**src/rtl/adpll_pkg.sv**
```systemverilog
// Shared definitions for the ADPLL PI loop filter: widths, defaults,
// common types and the tuning-word clamp.
package adpll_pkg;

    localparam int ERR_W       = 16;   // phase-error width, signed
    localparam int CTRL_W      = 12;   // tuning word width, unsigned
    localparam int INT_W       = 24;   // integrator width, signed
    localparam int SUM_W       = INT_W + 2;
    localparam int BIAS        = 154;  // free-running DCO tuning word
    localparam int LOCK_THRESH = 4;    // |err| <= this is in-lock
    localparam int LOCK_COUNT  = 16;   // consecutive in-lock samples for lock

    typedef logic signed [ERR_W-1:0] err_t;
    typedef logic        [CTRL_W-1:0] ctrl_t;
    typedef logic signed [INT_W-1:0] integ_t;
    typedef logic signed [SUM_W-1:0] sum_t;

    // Clamp result: the tuning word plus which rail (if any) was hit.
    typedef struct packed {
        ctrl_t value;
        logic  hi;
        logic  lo;
    } sat_res_t;

    localparam ctrl_t  BIAS_CTRL = ctrl_t'(BIAS);
    localparam integ_t INTEG_MAX = {1'b0, {(INT_W-1){1'b1}}};
    localparam integ_t INTEG_MIN = {1'b1, {(INT_W-1){1'b0}}};
    localparam sum_t   SUM_ZERO  = sum_t'(0);
    localparam sum_t   SUM_MAX   = sum_t'((1 << CTRL_W) - 1);

    // Clamp a wide signed sum into the unsigned tuning-word range.
    function automatic sat_res_t sat_ctrl(input sum_t sum);
        sat_res_t r;
        r.value = sum[CTRL_W-1:0];
        r.hi    = 1'b0;
        r.lo    = 1'b0;
        if (sum < SUM_ZERO) begin
            r.value = '0;
            r.lo    = 1'b1;
        end else if (sum > SUM_MAX) begin
            r.value = '1;
            r.hi    = 1'b1;
        end
        return r;
    endfunction

endpackage

```
**src/rtl/adpll_lock_detect.sv**
```systemverilog
// Lock detector for the ADPLL loop filter: counts consecutive small
// phase errors with a hysteresis band between THRESH and 2*THRESH.
// Only instantiated when LOOP_LOCK_DETECT_EN is defined.
module adpll_lock_detect
    import adpll_pkg::*;
#(
    parameter int THRESH = LOCK_THRESH,
    parameter int COUNT  = LOCK_COUNT
) (
    input  logic             clk_i,
    input  logic             rst_n_i,
    input  logic             clear_i,
    input  logic             sample_valid_i,
    input  logic [ERR_W-1:0] err_i,
    output logic             lock_o
);

    localparam int CNT_W = $clog2(COUNT + 1);
    localparam logic [CNT_W-1:0] COUNT_C  = CNT_W'(COUNT);
    localparam logic [ERR_W:0]   IN_LIM   = (ERR_W+1)'(THRESH);
    localparam logic [ERR_W:0]   OUT_LIM  = (ERR_W+1)'(2 * THRESH);

    logic [ERR_W:0]   mag;
    logic [CNT_W-1:0] cnt_q, cnt_d;

    // Magnitude one bit wider so the most negative error maps to 2^(ERR_W-1)
    // and falls naturally into the out-of-lock band.
    always_comb begin
        if (err_i[ERR_W-1]) begin
            mag = {1'b0, ~err_i} + (ERR_W+1)'(1);
        end else begin
            mag = {1'b0, err_i};
        end
    end

    // Counter next state: count up when in-lock, clear when far out, hold between.
    always_comb begin
        cnt_d = cnt_q;
        if (clear_i) begin
            cnt_d = '0;
        end else if (sample_valid_i) begin
            if (mag <= IN_LIM) begin
                if (cnt_q != COUNT_C) begin
                    cnt_d = cnt_q + CNT_W'(1);
                end
            end else if (mag > OUT_LIM) begin
                cnt_d = '0;
            end
        end
    end

    // Counter register; updates on the same edge as the tuning word.
    always_ff @(posedge clk_i or negedge rst_n_i) begin
        if (!rst_n_i) begin
            cnt_q <= '0;
        end else begin
            cnt_q <= cnt_d;
        end
    end

    assign lock_o = (cnt_q == COUNT_C);

endmodule

```
**src/rtl/adpll_loop_filter.sv**
```systemverilog
// ADPLL digital PI loop filter. Two-stage pipeline:
//   S1 registers the error, the proportional term and the saturated
//   integrator candidate; S2 adds BIAS, clamps and registers the tuning word.
// Valid/ready: err_valid_i is a one-cycle strobe with no back-pressure; every
// strobe seen while enable_i=1 is accepted and yields exactly one ctrl_valid_o
// pulse two cycles later.
// Optional feature macro: LOOP_LOCK_DETECT_EN (lock detector; lock_o tied 0
// when undefined).
module adpll_loop_filter
    import adpll_pkg::*;
(
    input  logic              clk100_i,
    input  logic              rst_pbn_i,
    input  logic              enable_i,
    input  logic [3:0]        kp_shift_i,
    input  logic [3:0]        ki_shift_i,
    input  logic              err_valid_i,
    input  logic [ERR_W-1:0]  err_i,
    output logic [CTRL_W-1:0] ctrl_o,
    output logic              ctrl_valid_o,
    output logic              sat_o,
    output logic              lock_o
);

    logic accept;

    // S1 pipeline registers
    logic       s1_valid_q, s1_valid_d;
    err_t       s1_err_q,   s1_err_d;
    err_t       s1_p_q,     s1_p_d;
    integ_t     s1_integ_q, s1_integ_d;
    logic [3:0] s1_ki_q,    s1_ki_d;

    // Committed integrator
    integ_t integ_q, integ_d;

    // Output registers
    ctrl_t ctrl_q,  ctrl_d;
    logic  valid_q, valid_d;
    logic  sat_q,   sat_d;

    // Combinational intermediates
    err_t                  err_s;
    err_t                  p_next;
    integ_t                integ_cur;
    logic signed [INT_W:0] integ_sum;
    integ_t                integ_next;
    sum_t                  sum_s2;
    sat_res_t              sat_s2;
    logic                  commit_s2;

    assign accept = enable_i & err_valid_i;

    // S2: form BIAS + P + I, clamp, and decide whether the integrator commits.
    always_comb begin
        sum_s2    = sum_t'(BIAS) + sum_t'(s1_p_q) + sum_t'(s1_integ_q >>> s1_ki_q);
        sat_s2    = sat_ctrl(sum_s2);
        commit_s2 = s1_valid_q &&
                    !((sat_s2.hi && !s1_err_q[ERR_W-1] && (s1_err_q != '0)) ||
                      (sat_s2.lo &&  s1_err_q[ERR_W-1]));
    end

    // S1 combinational: P term and saturating integrator update. The sample in
    // S2 commits on this same edge, so its result is forwarded here to keep
    // back-to-back samples accumulating correctly.
    always_comb begin
        err_s     = $signed(err_i);
        p_next    = err_s >>> kp_shift_i;
        integ_cur = commit_s2 ? s1_integ_q : integ_q;
        integ_sum = {integ_cur[INT_W-1], integ_cur} +
                    {{(INT_W+1-ERR_W){err_s[ERR_W-1]}}, err_s};
        if (integ_sum[INT_W] != integ_sum[INT_W-1]) begin
            integ_next = integ_sum[INT_W] ? INTEG_MIN : INTEG_MAX;
        end else begin
            integ_next = integ_sum[INT_W-1:0];
        end
    end

    // S1 next state: capture the sample and its shift select when accepted.
    always_comb begin
        s1_valid_d = accept;
        s1_err_d   = s1_err_q;
        s1_p_d     = s1_p_q;
        s1_integ_d = s1_integ_q;
        s1_ki_d    = s1_ki_q;
        if (accept) begin
            s1_err_d   = err_s;
            s1_p_d     = p_next;
            s1_integ_d = integ_next;
            s1_ki_d    = ki_shift_i;
        end
    end

    // S1 registers.
    always_ff @(posedge clk100_i or negedge rst_pbn_i) begin
        if (!rst_pbn_i) begin
            s1_valid_q <= 1'b0;
            s1_err_q   <= '0;
            s1_p_q     <= '0;
            s1_integ_q <= '0;
            s1_ki_q    <= '0;
        end else begin
            s1_valid_q <= s1_valid_d;
            s1_err_q   <= s1_err_d;
            s1_p_q     <= s1_p_d;
            s1_integ_q <= s1_integ_d;
            s1_ki_q    <= s1_ki_d;
        end
    end

    // Integrator next state: cleared while the loop is open, else committed value.
    always_comb begin
        integ_d = enable_i ? integ_cur : '0;
    end

    // Integrator register.
    always_ff @(posedge clk100_i or negedge rst_pbn_i) begin
        if (!rst_pbn_i) begin
            integ_q <= '0;
        end else begin
            integ_q <= integ_d;
        end
    end

    // Output next state: publish S2 result, or fall back to BIAS once the
    // pipeline is empty with the loop open.
    always_comb begin
        ctrl_d  = ctrl_q;
        sat_d   = sat_q;
        valid_d = 1'b0;
        if (s1_valid_q) begin
            ctrl_d  = sat_s2.value;
            sat_d   = sat_s2.hi | sat_s2.lo;
            valid_d = 1'b1;
        end else if (!enable_i) begin
            ctrl_d = BIAS_CTRL;
            sat_d  = 1'b0;
        end
    end

    // Output registers.
    always_ff @(posedge clk100_i or negedge rst_pbn_i) begin
        if (!rst_pbn_i) begin
            ctrl_q  <= BIAS_CTRL;
            valid_q <= 1'b0;
            sat_q   <= 1'b0;
        end else begin
            ctrl_q  <= ctrl_d;
            valid_q <= valid_d;
            sat_q   <= sat_d;
        end
    end

    assign ctrl_o       = ctrl_q;
    assign ctrl_valid_o = valid_q;
    assign sat_o        = sat_q;

`ifdef LOOP_LOCK_DETECT_EN
    logic lock_clear;

    // Clear the lock counter only once in-flight samples have drained.
    assign lock_clear = !enable_i && !s1_valid_q;

    adpll_lock_detect #(
        .THRESH (LOCK_THRESH),
        .COUNT  (LOCK_COUNT)
    ) u_lock_detect (
        .clk_i          (clk100_i),
        .rst_n_i        (rst_pbn_i),
        .clear_i        (lock_clear),
        .sample_valid_i (s1_valid_q),
        .err_i          (s1_err_q),
        .lock_o         (lock_o)
    );
`else
    assign lock_o = 1'b0;
`endif

endmodule

```
**config.mk**
```make
export PLATFORM = sky130hd
export DESIGN_NAME = adpll_loop_filter
export DESIGN_NICKNAME = d
export VERILOG_FILES = /design/src/rtl/adpll_pkg.sv /design/src/rtl/adpll_lock_detect.sv /design/src/rtl/adpll_loop_filter.sv
export SDC_FILE = /design/constraint.sdc
export NUM_CORES = 1
export LEC_CHECK = 0
export CAP_MARGIN = 20
export CORE_MARGIN = 4
export CORE_UTILIZATION = 53
export DETAILED_ROUTE_END_ITERATION = 10
export HOLD_SLACK_MARGIN = 0.12
export PLACE_DENSITY = 0.76
export SLEW_MARGIN = 5
export SYNTH_ARGS = -nofsm -noshare
export SYNTH_HDL_FRONTEND = slang
export SYNTH_SLANG_ARGS = --single-unit
export TNS_END_PERCENT = 1
```
**constraint.sdc**
```tcl
create_clock -name clk100_i -period 21.9 [get_ports clk100_i]
set_input_delay 2.19 -clock clk100_i [delete_from_list [all_inputs] [get_ports clk100_i]]
set_output_delay 2.19 -clock clk100_i [all_outputs]
set_load 0.02 [all_outputs]
```
Word-level counts from Yosys, hierarchy flattened
Index checks and enable logic that the tools add are counted.
{"block": "op_classes", "bitwise_logic": 2, "eq_ne": 2, "reduce_logical": 8, "magnitude_cmp": 2, "n_mul": 0, "n_addsub": 3, "n_div": 0, "n_mux": 13, "n_shift": 2}
{"op": "$mux 24", "n": 4}
{"op": "$mux 12", "n": 3}
{"op": "$add 17x26->26", "n": 1}
{"op": "$gt 26x13->1 const B", "n": 1}
{"op": "$lt 26x1->1 const B", "n": 1}
{"op": "$sshr 24x4->26", "n": 1}
{"op": "$add 24x16->25", "n": 1}
{"op": "$add 9x16->17 const A", "n": 1}
{"op": "$reduce_bool 16->1", "n": 1}
{"op": "$sshr 16x4->16", "n": 1}
{"op": "$mux 13", "n": 1}
{"op": "$mux 1", "n": 5}
{"op": "$logic_and 1x1->1", "n": 4}
{"op": "$logic_not 1->1", "n": 2}
{"op": "$ne 2x1->1 const B", "n": 1}
{"op": "$and 1x1->1", "n": 1}
{"op": "$logic_or 1x1->1", "n": 1}
{"op": "$ne 1x1->1", "n": 1}
{"op": "$or 1x1->1", "n": 1}
{"block": "totals", "register_bits": 99, "n_memories": 0, "latchBits": 0, "ram_bits": 0, "romBits": 0, "input_bits": 28, "wordCells": 41}

Longest topological paths before layout
{"block": "depth", "ltp_word": 14, "depth_mapped": 36}

Worst setup path before layout
No wires, ideal clock.
{"block": "synth_path", "path_type": "register to register", "start": "register s1_ki_q[1]", "end": "register s1_integ_q[10]", "required_ns": 21.766, "slack_ns": 13.702, "path_stages_with_launch": 35, "arrival_ns": 8.064, "cell_sequence": "dfrtp_1 clkbuf_1 clkbuf_1 clkbuf_1 mux2i_1 mux4_2 o21ai_0 ha_1 ha_1 inv_1 fa_1 nand2b_1 a21oi_1 o21ai_2 a211oi_1 a21oi_1 xnor2_1 or4b_4 nor3_4 o221a_2 buf_6 mux2_1 ha_1 fa_1 a211oi_1 nor4_1 o31ai_1 o21ai_0 nand2b_1 nand2b_1 nor2b_1 o22ai_1 clkbuf_1 maj3_1 o21ai_0"}
{"block": "synth_via", "elab_chain_cells": 14, "word_cells_on_any_way": 18, "classes_between": "add/sub (2); order compare (2); eq/ne (1); shift (1); mux (6); reduce/logical (6)"}
{"element": "start, declared", "line": "adpll_loop_filter.sv:32", "text": "logic [3:0] s1_ki_q, s1_ki_d;"}
{"element": "start signal, assigned", "line": "adpll_loop_filter.sv:107", "text": "s1_ki_q <= s1_ki_d;"}
{"element": "$sshr 24x4->26 *", "line": "adpll_loop_filter.sv:56", "text": "sum_s2 = sum_t'(BIAS) + sum_t'(s1_p_q) + sum_t'(s1_integ_q >>> s1_ki_q);"}
{"element": "$add 17x26->26 *", "line": "adpll_loop_filter.sv:56"}
{"element": "$gt 26x13->1", "line": "adpll_pkg.sv:40", "text": "end else if (sum > SUM_MAX) begin"}
{"element": "$mux 13", "line": "adpll_pkg.sv:40"}
{"element": "$mux 1", "line": "adpll_pkg.sv:37", "text": "if (sum < SUM_ZERO) begin"}
{"element": "$logic_and 1x1->1 (2 in a row)", "line": "adpll_loop_filter.sv:59", "text": "!((sat_s2.hi && !s1_err_q[ERR_W-1] && (s1_err_q != '0)) ||"}
{"element": "$logic_or 1x1->1 *", "line": "adpll_loop_filter.sv:59"}
{"element": "$logic_not 1->1 *", "line": "adpll_loop_filter.sv:59"}
{"element": "$logic_and 1x1->1 *", "line": "adpll_loop_filter.sv:58", "text": "commit_s2 = s1_valid_q &&"}
{"element": "$mux 24 *", "line": "adpll_loop_filter.sv:69", "text": "integ_cur = commit_s2 ? s1_integ_q : integ_q;"}
{"element": "$add 24x16->25 *", "line": "adpll_loop_filter.sv:70", "text": "integ_sum = {integ_cur[INT_W-1], integ_cur} +"}
{"element": "$mux 24 / $ne 1x1->1 (equally long branches)", "line": "adpll_loop_filter.sv:73, adpll_loop_filter.sv:72"}
{"element": "$mux 24 *", "line": "adpll_loop_filter.sv:72", "text": "if (integ_sum[INT_W] != integ_sum[INT_W-1]) begin"}
{"element": "end signal, assigned", "line": "adpll_loop_filter.sv:106", "text": "s1_integ_q <= s1_integ_d;"}
{"element": "end, declared", "line": "adpll_loop_filter.sv:31", "text": "integ_t s1_integ_q, s1_integ_d;"}
Mark *: on every way between the ends. The rest lies on a longest branch, timed or not.
A chain may end at the register's enable or synchronous reset.

Worst setup path after layout
{"block": "layout_path", "start": "register s1_ki_q[0]", "end": "register s1_integ_q[22]"}
Same word-level chain as after synthesis.

==> out/metrics.yaml <==
outcome:
  status: "finished clean"
yosys:
  ys_types: 60
  avgSynthCellArea_um2: 8.64
  netlist_area_um2: 8620
  async_flop_share: 1.00
  synth_edf_count: 0
  ys_ff_latch: 98
  yosysWarnings: 0
  syn-num-nets: 1100
  ys_seq_area_frac: 0.285
  syn_inst: 998
  ys.flop_type: "dfrtp_1"
clock_network:
  clock_path_buffers: 2
  cts_tree: "yes"
  numCtsBuffers: 9
  clkSlewWorstSetupHoldPaths_ns: 0.07
  post_cts_buffers: 0
  clock_sinks: 98
  clockRootBuffer: "clkbuf_16"
  cts_max_level: 3
  insertion_delay_ns: 0.37
  cts.repair.resized: 0
  postCtsHoldBufs: 0
finish:
  drive_gt1_frac: 0.0846
  final_common_cell: "nand2_1"
  layout.nets: 1102
  syn_to_final_growth_pct: 9.08
  layout_common_cells: "nand2_1 (151), dfrtp_1 (94), o21ai_0 (92), a21oi_1 (84), ha_1 (72)"
  antenna_cells: 0
power_and_ir_drop:
  p_total_mw: 1.11
  ir_worst_vdd_mv: 0.0455
  leakage_nw: 4.24
  powerDensity_nw_per_um2: 118
floorplan:
  coreArea_um2: 15900
  die-area_um2: 18400
  die_w_um: 136
  die_h_um: 136
  pin_count: 43
  start_util: 0.543
  row_count: 46
route:
  route.detailed.drc: 0
  firstDrtPassIters: 5
  viasPerCell: 5.85
  wl_um: 20900
  drt_iter0_drc: 491
  final_antenna_net_count: 0
  via_count: 7148
  routedWlPerCell_um: 17.1
global_route:
  antenna_found_initial: 0
  grt_pass1_wl_um: 34700
  track_usage: 0.234
  gr-usage-met1: 0.317
  use_met3: 0.0375
  grt_pass1_vias: 6941
  met2_usage: 0.383
  grt_busiest_layer: "met2"
  overflow: 0
  grt_max_degree: 68
setup_path:
  r2r_start: "s1_ki_q[0]$_DFFE_PN0P_"
  cp_common_cell: "a211oi_1"
  ff2ff_setup_slack_ns: 12.22
  cp-end-kind: "flip-flop"
  slowest_delay_ns: 0.82
  cp_slowest_cell: "dfrtp_1"
  worstPathMaxFanout: 48
  worstSetupStartpointType: "flip-flop"
  r2r_cells: 34
  crit_family: "compound AO/OA/AOI/OAI gates"
  worst-setup-path-type: "flip-flop to flip-flop"
  r2r-end: "s1_integ_q[22]$_DFFE_PN0P_"
  crit_required_ns: 22.11
  arrival_ns: 9.89
  crit_buf_inv: 5
placement:
  port_buffers: 41
  hpwlAfterDp_um: 15600
  gp_congestion: 0.935
timing:
  period_share: 0.442
  clock_skew_ns: 0.00976
  worstMarginPinSlew_ns: 0.933
  period_needed_ns: 9.68
  max-slew-margin-rel: 0.376
  rsz0062_at_grt: "no"
  drv_slew: 0
  setup_viol: 0
  timing.fmax_mhz: 103
  setup_tns_ns: 0
  hold_viol_final: 0
min_path:
  min_to: "ctrl_o[11]$_DFFE_PN0P_"
  worstHoldPathCells: 1
  hold_path_class: "flip-flop to flip-flop"
  min-delay-start: "ctrl_o[11]$_DFFE_PN0P_"
run:
  max-cap-violations: 0
registers in the layout, indices dropped and copies added, names as in the netlist:
name and cells:
s1_ki_q 4, s1_integ_q 24, sat_o 1, s1_err_q 16, s1_p_q 15, integ_q 24
s1_valid_q 1, ctrl_o 12, ctrl_valid_o 1
power breakdown:
group          switching [mW]  internal, mW
logic                   0.378         0.295
clock network          0.0754        0.0816
registers              0.0527         0.225
total                   0.506         0.601
layer usage:
metal	vias up	wire [um]
met4	0	493
li1	3571	-
met1	3364	9650
met5	-	0
met2	177	9940
met3	36	818
stage by stage:
step	instances	utilization	hold WS, ns	worst slack, ns	area [um^2]
floorplan	998	-	0.413	13.70	8620
global placement	1204	0.573	0.461	12.07	9100
detailed placement	1204	0.573	0.465	11.80	9100
CTS	1220	0.591	0.482	11.76	9390
global route	1221	0.592	0.503	11.20	9410
finish	1221	0.592	0.479	12.22	9410
worst max-delay path by stage:
stage / from / endpoint / cells after the start
final: s1_ki_q[0]$_DFFE_PN0P_ / s1_integ_q[22]$_DFFE_PN0P_ / 34
after detailed placement: s1_ki_q[0]$_DFFE_PN0P_ / s1_integ_q[0]$_DFFE_PN0P_ / 33
after global routing: s1_ki_q[0]$_DFFE_PN0P_ / s1_integ_q[0]$_DFFE_PN0P_ / 34
after floorplan: s1_ki_q[1]$_DFFE_PN0P_ / s1_integ_q[10]$_DFFE_PN0P_ / 34
after global placement: s1_ki_q[0]$_DFFE_PN0P_ / s1_integ_q[0]$_DFFE_PN0P_ / 33
after CTS: s1_ki_q[0]$_DFFE_PN0P_ / s1_integ_q[0]$_DFFE_PN0P_ / 33
worst register-to-register path: cells and delay by family (launching register included):
family / cells / cell delay [ns]
AO/OA/AOI/OAI: 12 / 3.13
adder cells (fa/ha/maj): 6 / 1.65
buffers and inverters: 5 / 1.23
flip-flops: 1 / 0.82
multiplexers: 3 / 0.86
AND/OR/NAND/NOR: 8 / 1.84
logic make-up (layout without fill, tap and decap cells):
group	Yosys count	after routing	share of synthesized area
buf+inv	93	100	0.0453
xor+xnor	42	42	0.0427
mux	127	127	0.167
fa+ha+maj	97	97	0.136
compound gates	269	269	0.185
simple gates	271	271	0.138
flops	98	98	0.285
other cells	1	1	0.000435
synth_stat cells (2+ instances only):
cell / number / share of area
mux2i_1: 61 / 0.071
dfrtp_1: 94 / 0.27
xnor2_1: 13 / 0.013
a21oi_1: 84 / 0.049
a31o_2: 2 / 0.0020
maj3_1: 23 / 0.027
xor2_1: 29 / 0.029
a31oi_1: 9 / 0.0065
inv_2: 3 / 0.0013
buf_8: 2 / 0.0035
nor2b_1: 12 / 0.0087
nand3_1: 9 / 0.0052
nand2_1: 152 / 0.066
buf_1: 5 / 0.0022
and3_1: 3 / 0.0022
or3_1: 2 / 0.0015
o311ai_0: 5 / 0.0051
o31ai_1: 2 / 0.0017
o21bai_1: 8 / 0.0070
nor4_1: 5 / 0.0036
buf_4: 3 / 0.0026
o211ai_1: 9 / 0.0078
a211oi_1: 15 / 0.013
clkbuf_1: 46 / 0.020
nand4_1: 4 / 0.0029
and2_1: 11 / 0.0080
o21a_1: 2 / 0.0017
a211o_1: 2 / 0.0020
a21boi_1: 2 / 0.0017
o22a_1: 4 / 0.0041
nand2b_1: 10 / 0.0073
dfstp_2: 4 / 0.012
mux4_2: 8 / 0.021
a21o_1: 22 / 0.019
mux2_1: 24 / 0.031
mux2_2: 34 / 0.044
o21ai_0: 92 / 0.053
o22ai_1: 2 / 0.0015
ha_1: 72 / 0.10
inv_1: 33 / 0.014
nor3_1: 6 / 0.0035
nor2_1: 51 / 0.022
fa_1: 2 / 0.0046
layout make-up:
type	count	area [um^2]
tap	216	270
clock inverter	6	50.0
timing repair buffer	48	463
inverter	36	135
sequential	98	2460
clock buffer	10	239
fill	1450	6480
multi-input combinational	807	5790
Power figures use the tool's default switching activity.
